## src/rtl/coin_acceptor.sv

```systemverilog
// Coin acceptor front end: synchronises and debounces the 5Rs/10Rs sensors, queues coins
// in a small FIFO and emits one-cycle coin codes with enforced idle spacing.
module coin_acceptor #(
    parameter int DEBOUNCE_CYC = 16,
    parameter int GAP_CYC      = 2,
    parameter int FIFO_DEPTH   = 4
) (
    input  logic                            clk,
    input  logic                            rst,
    input  logic                            coin5_raw,
    input  logic                            coin10_raw,
    input  logic                            hold,
    output logic [1:0]                      coin_code,
    output logic                            reject,
    output logic                            reject_jam,
    output logic [$clog2(FIFO_DEPTH):0]     fifo_level
);

    localparam int PW = $clog2(FIFO_DEPTH);
    localparam int LW = PW + 1;
    localparam int CW = $clog2(DEBOUNCE_CYC + 1);
    localparam int GW = $clog2(GAP_CYC + 1);

    typedef enum logic [1:0] {
        ST_IDLE = 2'b00,
        ST_EMIT = 2'b01,
        ST_GAP  = 2'b10
    } state_t;

    // Index 0 is the 5Rs sensor, index 1 the 10Rs sensor.
    logic [1:0]    sync1_r, sync2_r, deb_r, deb_d_r, evt_r;
    logic [CW-1:0] cnt_r [2];

    logic [1:0]    mem_r [FIFO_DEPTH];
    logic [PW-1:0] wr_ptr_r, rd_ptr_r;
    logic [LW-1:0] level_r;

    state_t        state_r, state_s;
    logic [GW-1:0] gap_r, gap_s;
    logic [1:0]    code_r, code_s;
    logic          reject_r, reject_jam_r;

    logic          jam_s, push_req_s, do_push_s, drop_s, pop_s;
    logic          full_s, empty_s, can_pop_s;
    logic [1:0]    push_code_s;

    // Synchroniser, debounce counters and registered rising-edge events.
    always_ff @(posedge clk) begin
        if (rst) begin
            sync1_r <= 2'b00;
            sync2_r <= 2'b00;
            deb_r   <= 2'b00;
            deb_d_r <= 2'b00;
            evt_r   <= 2'b00;
            for (int i = 0; i < 2; i++) begin
                cnt_r[i] <= '0;
            end
        end else begin
            sync1_r <= {coin10_raw, coin5_raw};
            sync2_r <= sync1_r;
            for (int i = 0; i < 2; i++) begin
                if (sync2_r[i] != deb_r[i]) begin
                    if (cnt_r[i] == CW'(DEBOUNCE_CYC - 1)) begin
                        deb_r[i] <= sync2_r[i];
                        cnt_r[i] <= '0;
                    end else begin
                        cnt_r[i] <= cnt_r[i] + CW'(1);
                    end
                end else begin
                    cnt_r[i] <= '0;
                end
            end
            deb_d_r <= deb_r;
            evt_r   <= deb_r & ~deb_d_r;
        end
    end

    // Push/jam/drop decisions; a full queue still accepts a coin when it pops on the same edge.
    always_comb begin
        jam_s       = evt_r[0] & evt_r[1];
        push_req_s  = evt_r[0] ^ evt_r[1];
        push_code_s = evt_r[0] ? 2'b01 : 2'b10;
        full_s      = (level_r == LW'(FIFO_DEPTH));
        empty_s     = (level_r == LW'(0));
        can_pop_s   = ~empty_s & ~hold;
        do_push_s   = push_req_s & (~full_s | pop_s);
        drop_s      = push_req_s & full_s & ~pop_s;
    end

    // Coin queue storage, pointers and occupancy.
    always_ff @(posedge clk) begin
        if (rst) begin
            wr_ptr_r <= '0;
            rd_ptr_r <= '0;
            level_r  <= '0;
            for (int i = 0; i < FIFO_DEPTH; i++) begin
                mem_r[i] <= 2'b00;
            end
        end else begin
            if (do_push_s) begin
                mem_r[wr_ptr_r] <= push_code_s;
                wr_ptr_r        <= wr_ptr_r + PW'(1);
            end
            if (pop_s) begin
                rd_ptr_r <= rd_ptr_r + PW'(1);
            end
            case ({do_push_s, pop_s})
                2'b10:   level_r <= level_r + LW'(1);
                2'b01:   level_r <= level_r - LW'(1);
                default: level_r <= level_r;
            endcase
        end
    end

    // Emitter next state. The last GAP cycle doubles as the IDLE decision so that exactly
    // GAP_CYC zero cycles separate back-to-back codes.
    always_comb begin
        state_s = state_r;
        gap_s   = gap_r;
        code_s  = 2'b00;
        pop_s   = 1'b0;
        case (state_r)
            ST_IDLE: begin
                if (can_pop_s && (gap_r == GW'(0))) begin
                    pop_s   = 1'b1;
                    code_s  = mem_r[rd_ptr_r];
                    state_s = ST_EMIT;
                end else begin
                    state_s = ST_IDLE;
                end
            end
            ST_EMIT: begin
                gap_s   = GW'(GAP_CYC);
                state_s = ST_GAP;
            end
            ST_GAP: begin
                if (gap_r <= GW'(1)) begin
                    gap_s = GW'(0);
                    if (can_pop_s) begin
                        pop_s   = 1'b1;
                        code_s  = mem_r[rd_ptr_r];
                        state_s = ST_EMIT;
                    end else begin
                        state_s = ST_IDLE;
                    end
                end else begin
                    gap_s = gap_r - GW'(1);
                end
            end
            default: begin
                state_s = ST_IDLE;
                gap_s   = GW'(0);
            end
        endcase
    end

    // Emitter state, gap counter and registered outputs.
    always_ff @(posedge clk) begin
        if (rst) begin
            state_r      <= ST_IDLE;
            gap_r        <= '0;
            code_r       <= 2'b00;
            reject_r     <= 1'b0;
            reject_jam_r <= 1'b0;
        end else begin
            state_r      <= state_s;
            gap_r        <= gap_s;
            code_r       <= code_s;
            reject_r     <= jam_s | drop_s;
            reject_jam_r <= jam_s;
        end
    end

    assign coin_code  = code_r;
    assign reject     = reject_r;
    assign reject_jam = reject_jam_r;
    assign fifo_level = level_r;

endmodule

```

## config.mk

```make
export PLATFORM = sky130hd
export DESIGN_NAME = coin_acceptor
export DESIGN_NICKNAME = d
export VERILOG_FILES = /design/src/rtl/coin_acceptor.sv
export SDC_FILE = /design/constraint.sdc
export NUM_CORES = 1
export LEC_CHECK = 0
export CORE_ASPECT_RATIO = 1.75
export CORE_MARGIN = 2
export CORE_UTILIZATION = 40
export CTS_CLUSTER_DIAMETER = 40
export DETAILED_ROUTE_END_ITERATION = 10
export GPL_ROUTABILITY_DRIVEN = 0
export PLACE_DENSITY = 0.69
export SLEW_MARGIN = 15
export SYNTH_ARGS = -nofsm -noshare
export SYNTH_HDL_FRONTEND = slang
export SYNTH_SLANG_ARGS = --single-unit
```

## constraint.sdc

```tcl
create_clock -name clk -period 5.5 [get_ports clk]
set_clock_uncertainty 0.2 [all_clocks]
set_input_delay 0.825 -clock clk [delete_from_list [all_inputs] [get_ports clk]]
set_output_delay 0.825 -clock clk [all_outputs]
set_load 0.05 [all_outputs]
```

==> run summary <==
Ranked by total cell area, the synthesized netlist is headed by sky130_fd_sc_hd__dfxtp_1, sky130_fd_sc_hd__edfxtp_1, sky130_fd_sc_hd__ha_1, sky130_fd_sc_hd__nor2_1, sky130_fd_sc_hd__nor2b_1. Counting along the longest clock path gives a buffer depth of 2. Summed over all instances, the cell type with the most area after synthesis is sky130_fd_sc_hd__dfxtp_1. The number of hold violations in the final report was 0.

H-tree depth: 2. Global routing used 14.37% of the available tracks across all layers. For the clock sink count, the log shows 45. The placed instance count is 262. Compound-cell area share of the yosys netlist: 13.33%. Clock-pin slew was measured on the worst setup and hold paths at 0.08 ns. The count of vias placed by the detailed router is 1451, and the share of the synthesized netlist area taken by xor and xnor gates is 3.784%.

The tools report the number of violations reported at the end of detailed-routing iteration 0 as 33. The run gives 47 as the number of distinct library cells after synthesis. The number of synthesized register bits was 45; the growth of design area from synthesis to finish was 14.23%. Setup repair after global routing left no endpoint under its margin. The critical path data arrival time was 3.36 ns; the summed instance area of the synthesized netlist was 2083 um2. VDD sags by at most 0.0002388 V. The type of the worst setup path is in -> reg.

The synthesized-area fraction occupied by and/or/nand/nor cells was 16.70%; the port buffer count was 11. The peak fanout along the critical path is 8, and the average cell area after synthesis is 10.68 um2. The sum of net half-perimeters after detailed placement came out at 2.658 mm. Multiplexer cells account for 3.844% of the synthesized area.

In this run the count of I/O pins placed on the die edge is 12. The post-route netlist has 6.944% of its cells at a drive strength greater than 1. TritonCTS built the clock tree. The later-pin clock latency in the skew report was 0.29 ns; the number of global-route vias before repair was 1420. Buffers inserted to repair hold after CTS numbered 0. The run finished with clean final reports. The dominant combinational cell family by area after synthesis was simple AND/OR/NAND/NOR gates. Among all flip-flop cells after synthesis, the most frequent one is sky130_fd_sc_hd__dfxtp_1. Yosys printed 0 warnings. The routed design could run at a clock period as short as 3.359 ns.

The number of synthesized flops with an enable pin came out at 18. In this run the tightest slew margin relative to its limit is 52.86%. The chip height was 99.47 um; the share of flip-flops with an asynchronous set or reset after synthesis was 0%.

In the routed design, unresolved DRC markers number 0. STA puts the critical path data required time at 5.50 ns. The transition time of the tightest slew-check pin came out at 0.7009 ns.

The run gives 485 as the count of fill cells added during filler insertion. The wire length per cell was 13.40 um. Type of element launching the critical path: an input port. Across the run, the number of max-cap violations was 0. The power density over the cells works out to 259.4 nW/um2. Setup violations remaining at the end of the flow were counted as 0. The x dimension of the die is 58.56 um.

The run gives 41.86% as the starting density of the core. 0 antenna diodes ended up in the layout. In the layout the commonest cells are sky130_fd_sc_hd__dfxtp_1, sky130_fd_sc_hd__nor2_1, sky130_fd_sc_hd__edfxtp_1.

Clock tree synthesis inserted a total of 5 buffers. At the end of the flow, the number of nets in the layout was 230. The initial antenna violation count was 0; the share of the cycle needed by the critical path after routing was 61.07%. The min-delay analysis places its worst path in the category reg -> reg. The logs give 297.7 MHz for the maximum clock frequency and 6.327 mm for the wire length of the first global-routing pass.

Sum of negative setup slack: 0 ns. Summing the sequential cell areas from Yosys gives 51.89% of the chip area. For the row count, the log shows 34.

The tools report the number of max-slew violations in the final report as 0. Root buffer cell: sky130_fd_sc_hd__clkbuf_8. For this run, the number of standard cells in the final layout without fillers is 270. The number of nets with antenna violations after detailed routing is 0. The first TritonRoute pass finished after 4 iterations. The logs give 30 for the maximum number of pins on one net before global-route repair and 0 for the total congestion overflow. The post-CTS setup-driven buffer insertion count is 0, and the core outline area is 4977 um2.

The category of the worst setup path capture point was a flop. The share of Yosys cell area claimed by the top area cell type works out to 25.95%. Post-CTS repair changed the size of 0 cells. The count of mapped cells out of synthesis was 195; the number of vias per cell was 5.374. The leakage power was 0.8555 nW. Wires add up to 3.619 mm. The post-synthesis adder-cell area fraction works out to 6.366%.

The library cell used most frequently in the layout, excluding fill and tap cells, is sky130_fd_sc_hd__dfxtp_1. The floorplan step defined a die boundary enclosing 5824 um2.
final cells by class:
cell class	instances	area (um2)	area share, %
Sequential cell	45	1081	45.43
Inverter	13	48.80	2.050
Multi-Input combinational cell	138	954.7	40.12
Clock inverter	3	41.29	1.735
Tap cell	54	67.56	2.839
Clock buffer	5	68.82	2.892
Timing Repair Buffer	12	117.6	4.942
logic make-up after synthesis:
kind of cell / count (synthesis)
compound gates: 37
other cells: 1
xor+xnor: 9
fa+ha+maj: 10
simple gates: 67
mux: 5
buf+inv: 21
flops: 45
report_power, final:
| part | internal, mW | switching [mW] | leakage [nW] | total, mW |
|---|---|---|---|---|
| clock network | 0.134 | 0.107 | 0.0518 | 0.240 |
| logic | 0.00890 | 0.0126 | 0.400 | 0.0215 |
| registers | 0.353 | 0.00307 | 0.404 | 0.356 |
worst max-delay path: stages:
cell	delay, ns
sky130_fd_sc_hd__clkdlybuf4s50_1	0.50
sky130_fd_sc_hd__nor2_4	0.20
sky130_fd_sc_hd__a21boi_0	0.61
sky130_fd_sc_hd__nand3_1	0.18
sky130_fd_sc_hd__fa_1	0.46
sky130_fd_sc_hd__nand2b_1	0.19
sky130_fd_sc_hd__o32a_1	0.18
sky130_fd_sc_hd__o311ai_1	0.21
cell usage after synthesis (2+ instances only):
cell type	instances
sky130_fd_sc_hd__edfxtp_1	18
sky130_fd_sc_hd__o2111ai_1	4
sky130_fd_sc_hd__nor4_1	2
sky130_fd_sc_hd__mux2i_1	2
sky130_fd_sc_hd__or3_1	4
sky130_fd_sc_hd__inv_1	13
sky130_fd_sc_hd__xnor2_1	5
sky130_fd_sc_hd__nand2_1	3
sky130_fd_sc_hd__ha_1	9
sky130_fd_sc_hd__a21o_1	2
sky130_fd_sc_hd__o21ai_1	2
sky130_fd_sc_hd__clkbuf_1	5
sky130_fd_sc_hd__and3_1	3
sky130_fd_sc_hd__nor3_1	4
sky130_fd_sc_hd__a31oi_1	2
sky130_fd_sc_hd__dfxtp_1	27
sky130_fd_sc_hd__xor2_1	4
sky130_fd_sc_hd__nor3b_1	2
sky130_fd_sc_hd__nor2b_1	10
sky130_fd_sc_hd__nand3_1	7
sky130_fd_sc_hd__nand2b_1	3
sky130_fd_sc_hd__mux4_2	2
sky130_fd_sc_hd__o21ai_0	6
sky130_fd_sc_hd__nor2_1	25
sky130_fd_sc_hd__o211ai_1	3
sky130_fd_sc_hd__a21oi_1	7
final timing paths:
path | from | to | slack (ns) | cells past startpoint
max | hold | fifo_level[2] | 2.14 | 8
min | deb_d_r[1] | evt_r[1] | 0.18 | 1
max reg2reg | state_r[0] | fifo_level[2] | 2.41 | 9
min reg2reg | deb_d_r[1] | evt_r[1] | 0.18 | 1
metal layers:
metal	vias up	track usage, %	routed length, um
met5	-	0	0
met3	13	2.471	85
met4	0	9.839	163
met1	692	15.98	1450
li1	722	-	-
met2	24	24.11	1919
registers in the layout, summed over array words and instances (netlist names), named ones only:
register / count
cnt_r: 10
mem_r: 8
fifo_level: 3
coin_code: 2
deb_d_r: 2
deb_r: 2
evt_r: 2
gap_r: 2
rd_ptr_r: 2
state_r: 2
sync1_r: 2
sync2_r: 2
wr_ptr_r: 2
reject: 1
reject_jam: 1
stage by stage:
| stage | hold slack [ns] | cell area, um2 | util (%) | setup WS, ns | total power [mW] |
|---|---|---|---|---|---|
| after floorplan | 0.1674 | 2117 | - | 2.705 | 0.3773 |
| after global routing | 0.1813 | 2380 | 47.81 | 1.957 | 0.6447 |
| after detailed placement | 0.1760 | 2270 | 45.60 | 1.856 | 0.3855 |
| final | 0.1829 | 2380 | 47.81 | 2.141 | 0.6174 |
| after CTS | 0.1840 | 2380 | 47.81 | 2.168 | 0.6277 |
| after global placement | 0.1750 | 2270 | 45.60 | 1.965 | 0.3845 |
Power figures use the tool's default switching activity.
==> patch 1 (same settings) <==
The 3 states of `state_t` get a one-hot encoding in 3 bits.
--- a/src/rtl/coin_acceptor.sv
+++ b/src/rtl/coin_acceptor.sv
@@ -21,10 +21,10 @@
     localparam int CW = $clog2(DEBOUNCE_CYC + 1);
     localparam int GW = $clog2(GAP_CYC + 1);
 
-    typedef enum logic [1:0] {
-        ST_IDLE = 2'b00,
-        ST_EMIT = 2'b01,
-        ST_GAP  = 2'b10
+    typedef enum logic [2:0] {
+        ST_IDLE = 3'b001,
+        ST_EMIT = 3'b010,
+        ST_GAP  = 3'b100
     } state_t;
 
     // Index 0 is the 5Rs sensor, index 1 the 10Rs sensor.
Function: no difference found for any inputs over 10 cycles, from zero or initial values and one cycle with rst high; not proved beyond that.
==> patch 1 against the unedited design <==
Final area is 1.4% lower; routed wire length down 9.9%; core utilization decreased by 1.1 points; sequential cell count increased by 1; via count fell by 5.7%; critical path depth is 1 lower; synthesized area up 0.54%; cell count rose by 0.37%; setup slack better by 0.22 ns; sequential share of layout area grew 1.5 points.
Power is not compared: it rests on default switching activity, and its combinational part moved more than twofold at a synthesized area within 25%.
==> patch 1: results (changes against the unedited design) <==
| Metric | Value |
|---|---|
| Outcome | `completed` |
| WL met3 | `64 um (-25%)` |
| Gr usage total | `12.4% (-2.0 points)` |
| # diodes | `0 (unchanged)` |
| Post-synth top cells | `28 x dfxtp_1, 22 x nor2_1, 18 x edfxtp_1, 14 x nor2b_1, 11 x inv_1` |
| Placed Cells | `263 (+0.38%)` |
| Uppermost routed layer | `met4` |
| EDFF count, synth | `18 (unchanged)` |
| Mapped Cells | `196 (+0.51%)` |
| Peak supply drop | `163 uV` |
| Fraction of power spent switching nets | `29.8%` |
| Synth top area cells | `dfxtp_1 27%, edfxtp_1 26%, nor2b_1 4.2%` |
| Detailed Routing Iterations Pass 1 | `4 (unchanged)` |
| Worst Hold Class | `reg2reg` |
| P_leak | `0.853 nW` |
| Max Slew Vio Count | `0 (unchanged)` |
| CP max FO | `11 (+3)` |
| Non-Filler Instances | `271 (+0.37%)` |
| Slew HR | `42.3% (-11 points)` |
| First-pass GRT wire length | `5590 um (-12%)` |
| # resized after CTS | `0 (unchanged)` |
| Comb power frac | `21.7%` |
| Setup WS pre-CTS | `2.05 ns (+0.190 ns)` |
| Layout cell share with drive strength beyond 1 | `7.83% (+0.89 points)` |
| Vias in the first global route | `1331 (-6.3%)` |
| Nets | `227 (-1.3%)` |
| Yosys cell types | `46 (-2.1%)` |
| Via count | `1368 (-5.7%)` |
| IO Port Bufs | `11 (unchanged)` |
| Critical path's slowest cell | `or4_1` |
| Ys Warns | `0 (unchanged)` |
| Largest net degree at the start of global routing | `25 (-17%)` |
| Placed cell areas | `2260 um2 (-0.39%)` |
| Dpl hpwl | `2410 um (-9.5%)` |
| Initial drt markers | `17 (-48%)` |
| Clock root cell | `clkbuf_8` |
| H-tree Lvls | `2 (unchanged)` |
| Seq/Total Area, Yosys | `52.6% (+0.68 points)` |
| Top flop regs | `cnt_r: 10 flops, mem_r: 8 flops` |
| Antenna violations before repair | `0 (unchanged)` |
| DR WL met2 | `1740 um (-9.5%)` |
| Post-synthesis async set-or-reset flop share | `0% (unchanged)` |
| Clock-pin transition on the worst setup and hold timing paths | `0.08 ns (about the same)` |
| Routed WL | `3260 um (-9.9%)` |
| Slowest stage delay, CP | `0.54 ns (-0.07 ns)` |
| Met1 wire length | `1400 um (-3.4%)` |
| CP Data Arrival Time | `3.10 ns (-0.26 ns)` |
| Clock Latency Late Sink | `0.29 ns (about the same)` |
| Max Buffers Root-to-Sink | `2 (unchanged)` |
| Post-CTS setup buffer count | `0 (unchanged)` |
| TritonCTS Buffers | `5 (unchanged)` |
-- patch 1: final timing paths --
kind                                start  slack, ns  depth (start not counted)                          to
setup / recovery                     hold       2.37                          7  fifo_level[1]$_SDFFE_PP0P_
hold / removal      deb_d_r[1]$_SDFF_PP0_       0.19                          1         evt_r[1]$_SDFF_PP0_
setup reg to reg  state_r[0]$_SDFFE_PP1P_       2.83                          6  fifo_level[1]$_SDFFE_PP0P_
hold reg to reg     deb_d_r[1]$_SDFF_PP0_       0.19                          1         evt_r[1]$_SDFF_PP0_
-- patch 1: layout make-up --
cell class | count | area [um2]
inverters | 11 | 41.3
multi-input cells | 140 | 933
well taps | 54 | 67.6
repair buffers | 12 | 118
fillers | 491 | 2670
clock inverters | 3 | 16.3
flip-flops and latches | 46 | 1100
clock buffers | 5 | 68.8
-- patch 1: worst max-delay path: cells and delay by family --
family	cells	cell delay, ns
buffers and inverters	1	0.44
adders and majority gates	1	0.51
and+or+nand+nor	4	1.04
AOI/OAI and AO/OA	1	0.28
-- patch 1: cells by family (layout without fill, tap and decap cells) --
group	after synthesis	after routing	synth area share (%)
simple gates	88	88	23.8
flops	46	46	52.6
compound gates	24	24	8.42
buf+inv	19	31	4.48
fa+ha+maj	6	6	3.94
xor+xnor	6	6	2.51
mux	6	6	4.12
other cells	1	10	0.179
-- patch 1: per-layer routing --
layer	global-route usage (%)	up-vias
met5	0	-
met4	5.24	0
met3	2.73	4
met2	22.6	10
met1	13.2	634
li1	-	720
-- patch 1: power groups by stage --
stage	clock network [W]	logic [W]	registers, W
after floorplan	0	0.000120	0.000427
after global placement	0	0.000163	0.000408
after detailed placement	0	0.000166	0.000408
after CTS	0.000202	0.000166	0.000400
after global routing	0.000212	0.000180	0.000404
final	0.000193	0.000164	0.000400
==> patch 2 (same settings) <==
Without the edit above. Set the parameter `GAP_CYC` to 1 (it was 2).
--- a/src/rtl/coin_acceptor.sv
+++ b/src/rtl/coin_acceptor.sv
@@ -2,7 +2,7 @@
 // in a small FIFO and emits one-cycle coin codes with enforced idle spacing.
 module coin_acceptor #(
     parameter int DEBOUNCE_CYC = 16,
-    parameter int GAP_CYC      = 2,
+    parameter int GAP_CYC      = 1,
     parameter int FIFO_DEPTH   = 4
 ) (
     input  logic                            clk,
Check against the original RTL: no difference found for any inputs over 10 cycles, from zero or initial values and one cycle with rst high; that may be too few to reach the edited logic, so the function may still have changed.
==> patch 2 against the unedited design <==
Total power is 7.0% lower; sequential cell count is 1 lower; clock power is 13% lower; largest power group unchanged; setup slack better by 0.15 ns; synthesized area is 15% lower; final area is 13% lower; register-to-register slack better by 0.42 ns; highest routed layer unchanged; routed wire length is 28% lower.
==> patch 2: results (changes against the unedited design) <==
| Metric | Value |
|---|---|
| TritonCTS Buffers | `5 (unchanged)` |
| Pwr Density | `278 nW/um2 (+7.0%)` |
| Peak supply drop | `167 uV (-30%)` |
| Critical path's slowest cell | `a2111o_1` |
| WL/cell | `11.2 um (-16%)` |
| Nets | `192 (-17%)` |
| Nonclk inv count | `14 (+1)` |
| Fill cell count | `416 (-14%)` |
| Dpl hpwl | `1890 um (-29%)` |
| Largest net degree at the start of global routing | `26 (-13%)` |
| CP Data Arrival Time | `3.21 ns (-0.15 ns)` |
| Slowest stage delay, CP | `0.47 ns (-0.14 ns)` |
| Routed WL | `2610 um (-28%)` |
| Placed Cells | `224 (-15%)` |
| P_leak | `0.785 nW (-8.2%)` |
| Mapped Avg Cell Area | `11.4 um2 (+6.8%)` |
| Reg2reg setup slack | `2.83 ns (+0.42 ns)` |
| Non-Clock Buffer Count | `11 (-1)` |
| Layout cell share with drive strength beyond 1 | `7.73% (+0.79 points)` |
| Seq. cell area | `1060 um2 (-1.9%)` |
| Detailed Routing Iterations Pass 1 | `4 (unchanged)` |
| First-pass GRT wire length | `4600 um (-27%)` |
| Period minus WS final | `3.21 ns (-0.153 ns)` |
| Slew HR | `40.2% (-13 points)` |
| Comb_multi_in | `104 (-25%)` |
| Hold WS | `0.190 ns (+0.00749 ns)` |
| CP max FO | `6 (-2)` |
| Via count | `1084 (-25%)` |
| Synth top area cells | `edfxtp_1 30%, dfxtp_1 29%, nor2_1 5.3%` |
| NonClk Buf Share | `5.32% (+0.38 points)` |
| CLK BUF | `7 (+2)` |
| Placed cell areas | `1980 um2 (-13%)` |
| Seq cells | `44 (-2.2%)` |
| Outcome | `completed` |
| Fraction of area in multi-input gates | `33.3% (-6.8 points)` |
## patch 2: power by group
group | switching, W | leakage, nW | internal (W)
clock | 0.000106 | 0.0488 | 0.000102
sequential | 0.00000326 | 0.396 | 0.000345
combinational | 0.00000967 | 0.341 | 0.00000761
total | 0.000119 | 0.785 | 0.000455
## patch 2: worst paths after layout
check                                    end                  start
hold / removal           evt_r[1]$_SDFF_PP0_  deb_d_r[1]$_SDFF_PP0_
setup reg to reg  fifo_level[2]$_SDFFE_PP0P_  state_r[1]$_SDFF_PP0_
setup / recovery  fifo_level[2]$_SDFFE_PP0P_                   hold
hold reg to reg          evt_r[1]$_SDFF_PP0_  deb_d_r[1]$_SDFF_PP0_
## patch 2: cells by family (layout without fill, tap and decap cells)
| group | after synthesis | after routing | synth area share (%) |
|---|---|---|---|
| AOI/OAI and AO/OA | 13 | 13 | 5.35 |
| DFF | 44 | 44 | 59.6 |
| and+or+nand+nor | 60 | 60 | 17.2 |
| muxes | 5 | 5 | 4.29 |
| buffers and inverters | 17 | 33 | 3.59 |
| other | 1 | 10 | 0.211 |
| xor gates and xnor gates | 9 | 9 | 4.43 |
| adders and majority gates | 7 | 7 | 5.34 |
## patch 2: per-layer routing
layer	up-vias	track usage [%]	part of all wire [%]
li1	562	-	-
met3	3	2.93	1.7
met2	10	20.8	54
met5	-	0	0
met1	509	14.2	43
met4	0	7.50	1.5
## patch 2: per-stage QoR
step	util [%]	power [W]	setup WS (ns)
detailed placement	45.7	0.000374	2.01
CTS	47.8	0.000581	2.31
floorplan	-	0.000367	2.65
global placement	45.7	0.000373	2.06
global route	47.8	0.000596	2.20
finish	47.8	0.000574	2.29
